**src/rtl/rf_pkg.sv**
```systemverilog
// Shared types and helpers for the regfile_sb register file.
// Contents: rf_aw() address-width helper, addr_t/data_t typedefs at the default
// configuration, and REG_ZERO (the hard-wired zero register index).
package rf_pkg;

    // Address width for a register file of n entries (n is a power of two, >= 2).
    function automatic int unsigned rf_aw(input int unsigned n);
        int unsigned w;
        w = 0;
        while ((32'd1 << w) < n) begin
            w = w + 1;
        end
        return (w == 0) ? 1 : w;
    endfunction

    localparam int unsigned XLEN_DEF     = 32;
    localparam int unsigned NUM_REGS_DEF = 32;
    localparam int unsigned AW_DEF       = rf_aw(NUM_REGS_DEF);

    typedef logic [AW_DEF-1:0]   addr_t;
    typedef logic [XLEN_DEF-1:0] data_t;

    localparam addr_t REG_ZERO = '0;

endpackage

```
**src/rtl/rf_scoreboard.sv**
```systemverilog
// Write-pending scoreboard: one busy bit per architectural register.
// Ports:
//   clk, rst_n   clock / asynchronous active-low reset
//   iss_req_i    an instruction with destination iss_addr_i was issued
//   iss_addr_i   destination register of the issued instruction
//   flush_i      clear every pending bit (overrides a same-cycle issue)
//   clr_i        one-hot-or-more vector of registers written back this cycle
//   pend_o       registered pending vector (bit 0 is always 0)
module rf_scoreboard
    import rf_pkg::*;
#(
    parameter int unsigned NUM_REGS = 32,
    parameter int unsigned AW       = rf_aw(NUM_REGS)
) (
    input  logic                clk,
    input  logic                rst_n,
    input  logic                iss_req_i,
    input  logic [AW-1:0]       iss_addr_i,
    input  logic                flush_i,
    input  logic [NUM_REGS-1:0] clr_i,
    output logic [NUM_REGS-1:0] pend_o
);

    logic [NUM_REGS-1:0] r_pend;
    logic [NUM_REGS-1:0] w_pend_nxt;

    // Clear first so that a same-edge issue (newer producer) keeps the bit set;
    // flush overrides everything.
    always_comb begin
        w_pend_nxt = r_pend & ~clr_i;
        if (iss_req_i && (iss_addr_i != AW'(REG_ZERO))) begin
            w_pend_nxt[iss_addr_i] = 1'b1;
        end
        if (flush_i) begin
            w_pend_nxt = '0;
        end
        w_pend_nxt[0] = 1'b0;
    end

    // Pending state register.
    always_ff @(posedge clk or negedge rst_n) begin
        if (!rst_n) begin
            r_pend <= '0;
        end else begin
            r_pend <= w_pend_nxt;
        end
    end

    assign pend_o = r_pend;

endmodule

```
**src/rtl/regfile_sb.sv**
```systemverilog
// Multi-port integer register file with a write-pending scoreboard.
// Build option: define RF_BYPASS_EN to forward same-cycle write data to reads.
// Ports:
//   clk, rst_n   clock / asynchronous active-low reset
//   rd_addr_i    NUM_RD packed read addresses
//   rd_data_o    NUM_RD packed read data (combinational)
//   rd_ready_o   per-port operand valid (not pending, or bypassed)
//   wr_req_i     NUM_WR write strobes; higher port index wins on equal address
//   wr_addr_i    NUM_WR packed write addresses
//   wr_data_i    NUM_WR packed write data
//   iss_req_i    instruction issued with destination iss_addr_i
//   iss_addr_i   destination of the issued instruction
//   flush_i      clear all pending bits
//   pend_o       registered pending vector
module regfile_sb
    import rf_pkg::*;
#(
    parameter int unsigned XLEN     = 32,
    parameter int unsigned NUM_REGS = 32,
    parameter int unsigned NUM_RD   = 2,
    parameter int unsigned NUM_WR   = 1
) (
    input  logic                     clk,
    input  logic                     rst_n,
    input  logic [NUM_RD*rf_aw(NUM_REGS)-1:0] rd_addr_i,
    output logic [NUM_RD*XLEN-1:0]   rd_data_o,
    output logic [NUM_RD-1:0]        rd_ready_o,
    input  logic [NUM_WR-1:0]        wr_req_i,
    input  logic [NUM_WR*rf_aw(NUM_REGS)-1:0] wr_addr_i,
    input  logic [NUM_WR*XLEN-1:0]   wr_data_i,
    input  logic                     iss_req_i,
    input  logic [rf_aw(NUM_REGS)-1:0] iss_addr_i,
    input  logic                     flush_i,
    output logic [NUM_REGS-1:0]      pend_o
);

    localparam int unsigned AW = rf_aw(NUM_REGS);

    logic [XLEN-1:0]     r_regs [NUM_REGS];
    logic [NUM_WR-1:0]   w_wr_act;
    logic [NUM_REGS-1:0] w_clr;
    logic [NUM_REGS-1:0] w_pend;
    logic [NUM_RD*XLEN-1:0] w_rd_data;
    logic [NUM_RD-1:0]   w_rd_ready;

    // A write qualifies only when strobed and not targeting the zero register.
    always_comb begin
        w_wr_act = '0;
        for (int w = 0; w < NUM_WR; w++) begin
            w_wr_act[w] = wr_req_i[w] && (wr_addr_i[w*AW +: AW] != AW'(REG_ZERO));
        end
    end

    // Registers receiving writeback this cycle release their pending bit.
    always_comb begin
        w_clr = '0;
        for (int w = 0; w < NUM_WR; w++) begin
            if (w_wr_act[w]) begin
                w_clr[wr_addr_i[w*AW +: AW]] = 1'b1;
            end
        end
    end

    // Storage; later ports are applied last so the highest index wins.
    // Register 0 is never written and so always holds zero.
    always_ff @(posedge clk or negedge rst_n) begin
        if (!rst_n) begin
            for (int i = 0; i < NUM_REGS; i++) begin
                r_regs[i] <= '0;
            end
        end else begin
            for (int w = 0; w < NUM_WR; w++) begin
                if (w_wr_act[w]) begin
                    r_regs[wr_addr_i[w*AW +: AW]] <= wr_data_i[w*XLEN +: XLEN];
                end
            end
        end
    end

    rf_scoreboard #(
        .NUM_REGS (NUM_REGS),
        .AW       (AW)
    ) u_scoreboard (
        .clk        (clk),
        .rst_n      (rst_n),
        .iss_req_i  (iss_req_i),
        .iss_addr_i (iss_addr_i),
        .flush_i    (flush_i),
        .clr_i      (w_clr),
        .pend_o     (w_pend)
    );

    // Read muxes: stored value and scoreboard status, optionally overridden by
    // the highest-priority matching write of this cycle.
    always_comb begin
        w_rd_data  = '0;
        w_rd_ready = '0;
        for (int p = 0; p < NUM_RD; p++) begin
            w_rd_data[p*XLEN +: XLEN] = r_regs[rd_addr_i[p*AW +: AW]];
            w_rd_ready[p]             = ~w_pend[rd_addr_i[p*AW +: AW]];
`ifdef RF_BYPASS_EN
            // Writes presented during reset are discarded, so they never forward.
            for (int w = 0; w < NUM_WR; w++) begin
                if (rst_n && w_wr_act[w] &&
                    (wr_addr_i[w*AW +: AW] == rd_addr_i[p*AW +: AW])) begin
                    w_rd_data[p*XLEN +: XLEN] = wr_data_i[w*XLEN +: XLEN];
                    w_rd_ready[p]             = 1'b1;
                end
            end
`endif
            if (rd_addr_i[p*AW +: AW] == AW'(REG_ZERO)) begin
                w_rd_data[p*XLEN +: XLEN] = '0;
                w_rd_ready[p]             = 1'b1;
            end
        end
    end

    assign rd_data_o  = w_rd_data;
    assign rd_ready_o = w_rd_ready;
    assign pend_o     = w_pend;

endmodule
```
**config.mk**
```make
export PLATFORM = sky130hd
export DESIGN_NAME = regfile_sb
export DESIGN_NICKNAME = d
export VERILOG_FILES = /design/src/rtl/rf_pkg.sv /design/src/rtl/rf_scoreboard.sv /design/src/rtl/regfile_sb.sv
export SDC_FILE = /design/constraint.sdc
export NUM_CORES = 2
export LEC_CHECK = 0
export ABC_CLOCK_PERIOD_IN_PS = 6000
export CAP_MARGIN = 20
export CORE_MARGIN = 2
export CORE_UTILIZATION = 67
export CTS_CLUSTER_SIZE = 14
export DETAILED_ROUTE_END_ITERATION = 10
export PLACE_DENSITY = 0.87
export SLEW_MARGIN = 20
export SYNTH_ARGS = -nofsm -noshare
export SYNTH_HDL_FRONTEND = slang
export SYNTH_SLANG_ARGS = --single-unit
```
**constraint.sdc**
```tcl
create_clock -name clk -period 6 [get_ports clk]
set_input_delay 1.5 -clock clk [delete_from_list [all_inputs] [get_ports clk]]
set_output_delay 1.5 -clock clk [all_outputs]
set_load 0.01 [all_outputs]
```
==> results.toml <==
[die]
core_mm2 = 0.0837
vertical_die_dimension_um = 295
dieArea_mm2 = 0.0869
die_x_um = 295
io_pins = 155
std_cell_rows = 106
floorplan.initialDensity_pct = 67.7

[timing]
finalCritPeriodShare_pct = 101
slew_viol_final = 0
worst-slew-pin-transition_ns = 1.22
setup_violations = 1
timing_hold_violations_final = 0
slew-limit-headroom_pct = 18.0
maxClockFrequency_mhz = 164
finalWorstPathRequiredPeriod_ns = 6.08
unrepaired_setup_endpoints_after_global_routing = "no"
worst_slack_setup_final_ns = -0.0824
fin_worst_skew_ns = 0

[global_route]
top_usage_layer = "met2"
initial_antenna_violation_count = 8
grt_util_all_layers_pct = 44.3
global_route_wire_length_before_repair_um = 280000
grt_use_met2_pct = 63.3
gr-total-overflow = 0
grt_util_met3_pct = 17.0
met1_usage_pct = 55.1
first_global_vias = 43687
grt_max_degree = 133

[setup_path]
worst-setup-path-type = "primary input to primary output"
critPathArrivalTime_ns = 4.58
path_max_fanout = 17
worstPathRequired_ns = 4.50
end_kind = "primary output"
critical_path.startpoint_type = "primary input"
timing.reg2reg.setup_slack_ns = 5.09

[routing]
via_count = 42654
postRouteWirelength_um = 190000
detail_route.first_pass.iterations = 9
detail-route-antenna-nets = 0
drt_first_iter_violations = 7198
route.detailed.vias_per_inst = 7.78
remaining_drc_errors = 0
routed_wire_length_per_instance_um = 34.6

[synthesis]
synth_cells = 4272
synth_enable_flop_cells = 0
synth.cells.most_frequent = "dfrtp_1 (1055), mux2_2 (799), nand2_1 (744), mux4_2 (462), clkbuf_1 (237)"
portion_of_the_post_synthesis_area_used_by_sequential_elements_pct = 46.6
synthMostInstantiatedCell = "dfrtp_1"
synth_area_mm2 = 0.0567
synth_seq_cells = 1055
synth_flop_cell = "dfrtp_1"
synth-async-reset-ratio_pct = 100
avgSynthCellArea_um2 = 13.3
synth.distinct_cells = 42
ys_warn_count = 0
postSynthNetCount = 4329
synth_top_cell_by_area = "dfrtp_1"
yosysTopAreaCellShare_pct = 46.6
netlist_top_cells_area = "dfrtp_1 (47%), mux4_2 (18%), mux2_2 (16%), nand2_1 (4.9%), mux2i_1 (2.3%)"

[hold_path]
holdCritPathClass = "register to register"

[cts]
tritoncts_clock_tree = "yes"
clock_latency_ns = 0.68
sinks_on_clock_net = 1055
clk_pin_slew_worst_paths_ns = 0.06
cts-buffers-inserted = 108
clock_tree.root_cell = "clkbuf_16"
ctsHtreeMaxLevel = 3
clock_tree.buffer_depth = 3

[power_and_ir_drop]
ir_drop_mv = 0.286
netSwitchingFraction_pct = 28.1
clock_network_fraction_of_total_power_pct = 34.6
switching_power_mw = 5.91
power-per-cell-area_mw_per_mm2 = 334
power.leakage_nw = 27.9
pnr_total_power_mw = 21.1
combPwrFrac_pct = 20.2
power_report.internal_total_mw = 15.1
relative_contribution_of_sequential_cells_to_total_power_pct = 45.2

[place]
place_hpwl_um = 109000
io_buffers = 153
post-place-ws_ns = 0.325
globalplace.congestion = 0.917

[status]
failed_checks = "negative setup slack"
result_of_the_run = "complete, but fails checks"

[layout]
postLayoutCoreUtil_pct = 75.4
num-nets-final = 4312
syn_to_final_growth_pct = 11.3
nFillCells = 4574
layout-drive-gt1-share_pct = 39.5

[run]
drv_cap = 0
==> layout by cell type (no fill, tap or decap), types with 25 or more instances in the layout <==
cell             synthesis  final
mux2_2                 799    799
nor2_1                  46     34
clkdlybuf4s50_1          0    129
o21ai_0                 98     98
mux2i_1                130    130
buf_4                   76    153
a211oi_1                64     64
clkbuf_16                0    111
a221oi_1                48     48
dfrtp_1               1055   1055
a22oi_1                 92     92
nor2b_1                 72     68
clkbuf_8                 0     25
nand2_1                744    722
a311oi_1                64     63
mux4_2                 462    462
buf_12                   2     38
mux2_1                  35     35
==> power groups by stage <==
stage / combinational (mW) / clock [mW] / sequential, mW
after floorplan: 3.05 / 0 / 9.13
after global placement: 3.92 / 0 / 9.36
after detailed placement: 4.09 / 0 / 9.50
after CTS: 4.17 / 7.26 / 9.42
after global routing: 4.47 / 7.54 / 9.60
final: 4.25 / 7.29 / 9.52
==> layout make-up <==
type | count | area [um2] | share of cell area, %
clock buffers | 155 | 3190 | 5.06
flip-flops and latches | 1055 | 26400 | 41.9
diodes | 2 | 5.00 | 0.00794
inverters | 2 | 12.5 | 0.0198
multi-input cells | 2743 | 28000 | 44.4
repair buffers | 345 | 3410 | 5.41
clock inverters | 45 | 636 | 1.01
well taps | 1134 | 1420 | 2.25
==> per-layer routing <==
| metal | part of all wire [%] | vias up |
|---|---|---|
| li1 | - | 15845 |
| met1 | 32 | 21363 |
| met2 | 43 | 4130 |
| met3 | 15 | 1306 |
| met4 | 9.4 | 10 |
| met5 | 0.052 | - |
==> cells by family (layout without fill, tap and decap cells) <==
family | Yosys count | in the layout | synth area share [%]
AOI/OAI and AO/OA | 415 | 415 | 5.22
other | 1 | 3 | 0.00662
muxes | 1426 | 1426 | 37.2
DFF | 1055 | 1055 | 46.6
and+or+nand+nor | 901 | 901 | 6.57
buffers and inverters | 474 | 547 | 4.38
==> what timing repair did <==
item,4_1_cts,5_1_grt
endpoints found under the hold margin,0,0
hold buffers,0,0
gates resized for setup,0,1
buffers inserted,0,0
endpoints found under the setup margin,0,1
==> registers in the layout, summed over array words and instances, names as in the netlist <==
signal / flops
r_regs: 1024
u_scoreboard.pend_o: 31
==> critical path, stage by stage <==
cell,delay [ns]
buf_2,0.51
or2_2,0.30
buf_4,0.43
a211oi_1,0.11
a311oi_1,0.99
clkdlybuf4s50_1,0.72
==> per-stage QoR <==
step	area, um2	TNS [ns]	hold WS (ns)	std cells
floorplan	56700	0	0.441	4272
global placement	59200	0	0.377	5276
detailed placement	59200	0	0.384	5277
CTS	63100	0	0.397	5477
global route	63100	0	0.406	5480
finish	63100	-0.0824	0.397	5481
==> path summary, 6_finish.rpt <==
path,startpoint,to,cells past startpoint
setup / recovery,rd_addr_i[4],rd_data_o[29],6
hold / removal,r_regs[997]$_DFFE_PN0P_,r_regs[997]$_DFFE_PN0P_,0
setup reg to reg,u_scoreboard.pend_o[20]$_DFF_PN0_,u_scoreboard.pend_o[20]$_DFF_PN0_,2
hold reg to reg,r_regs[997]$_DFFE_PN0P_,r_regs[997]$_DFFE_PN0P_,0
max in group asynchronous,rst_n,r_regs[534]$_DFFE_PN0P_,2
min in group asynchronous,rst_n,r_regs[958]$_DFFE_PN0P_,1
No activity file was read; power rests on OpenSTA's default activity.
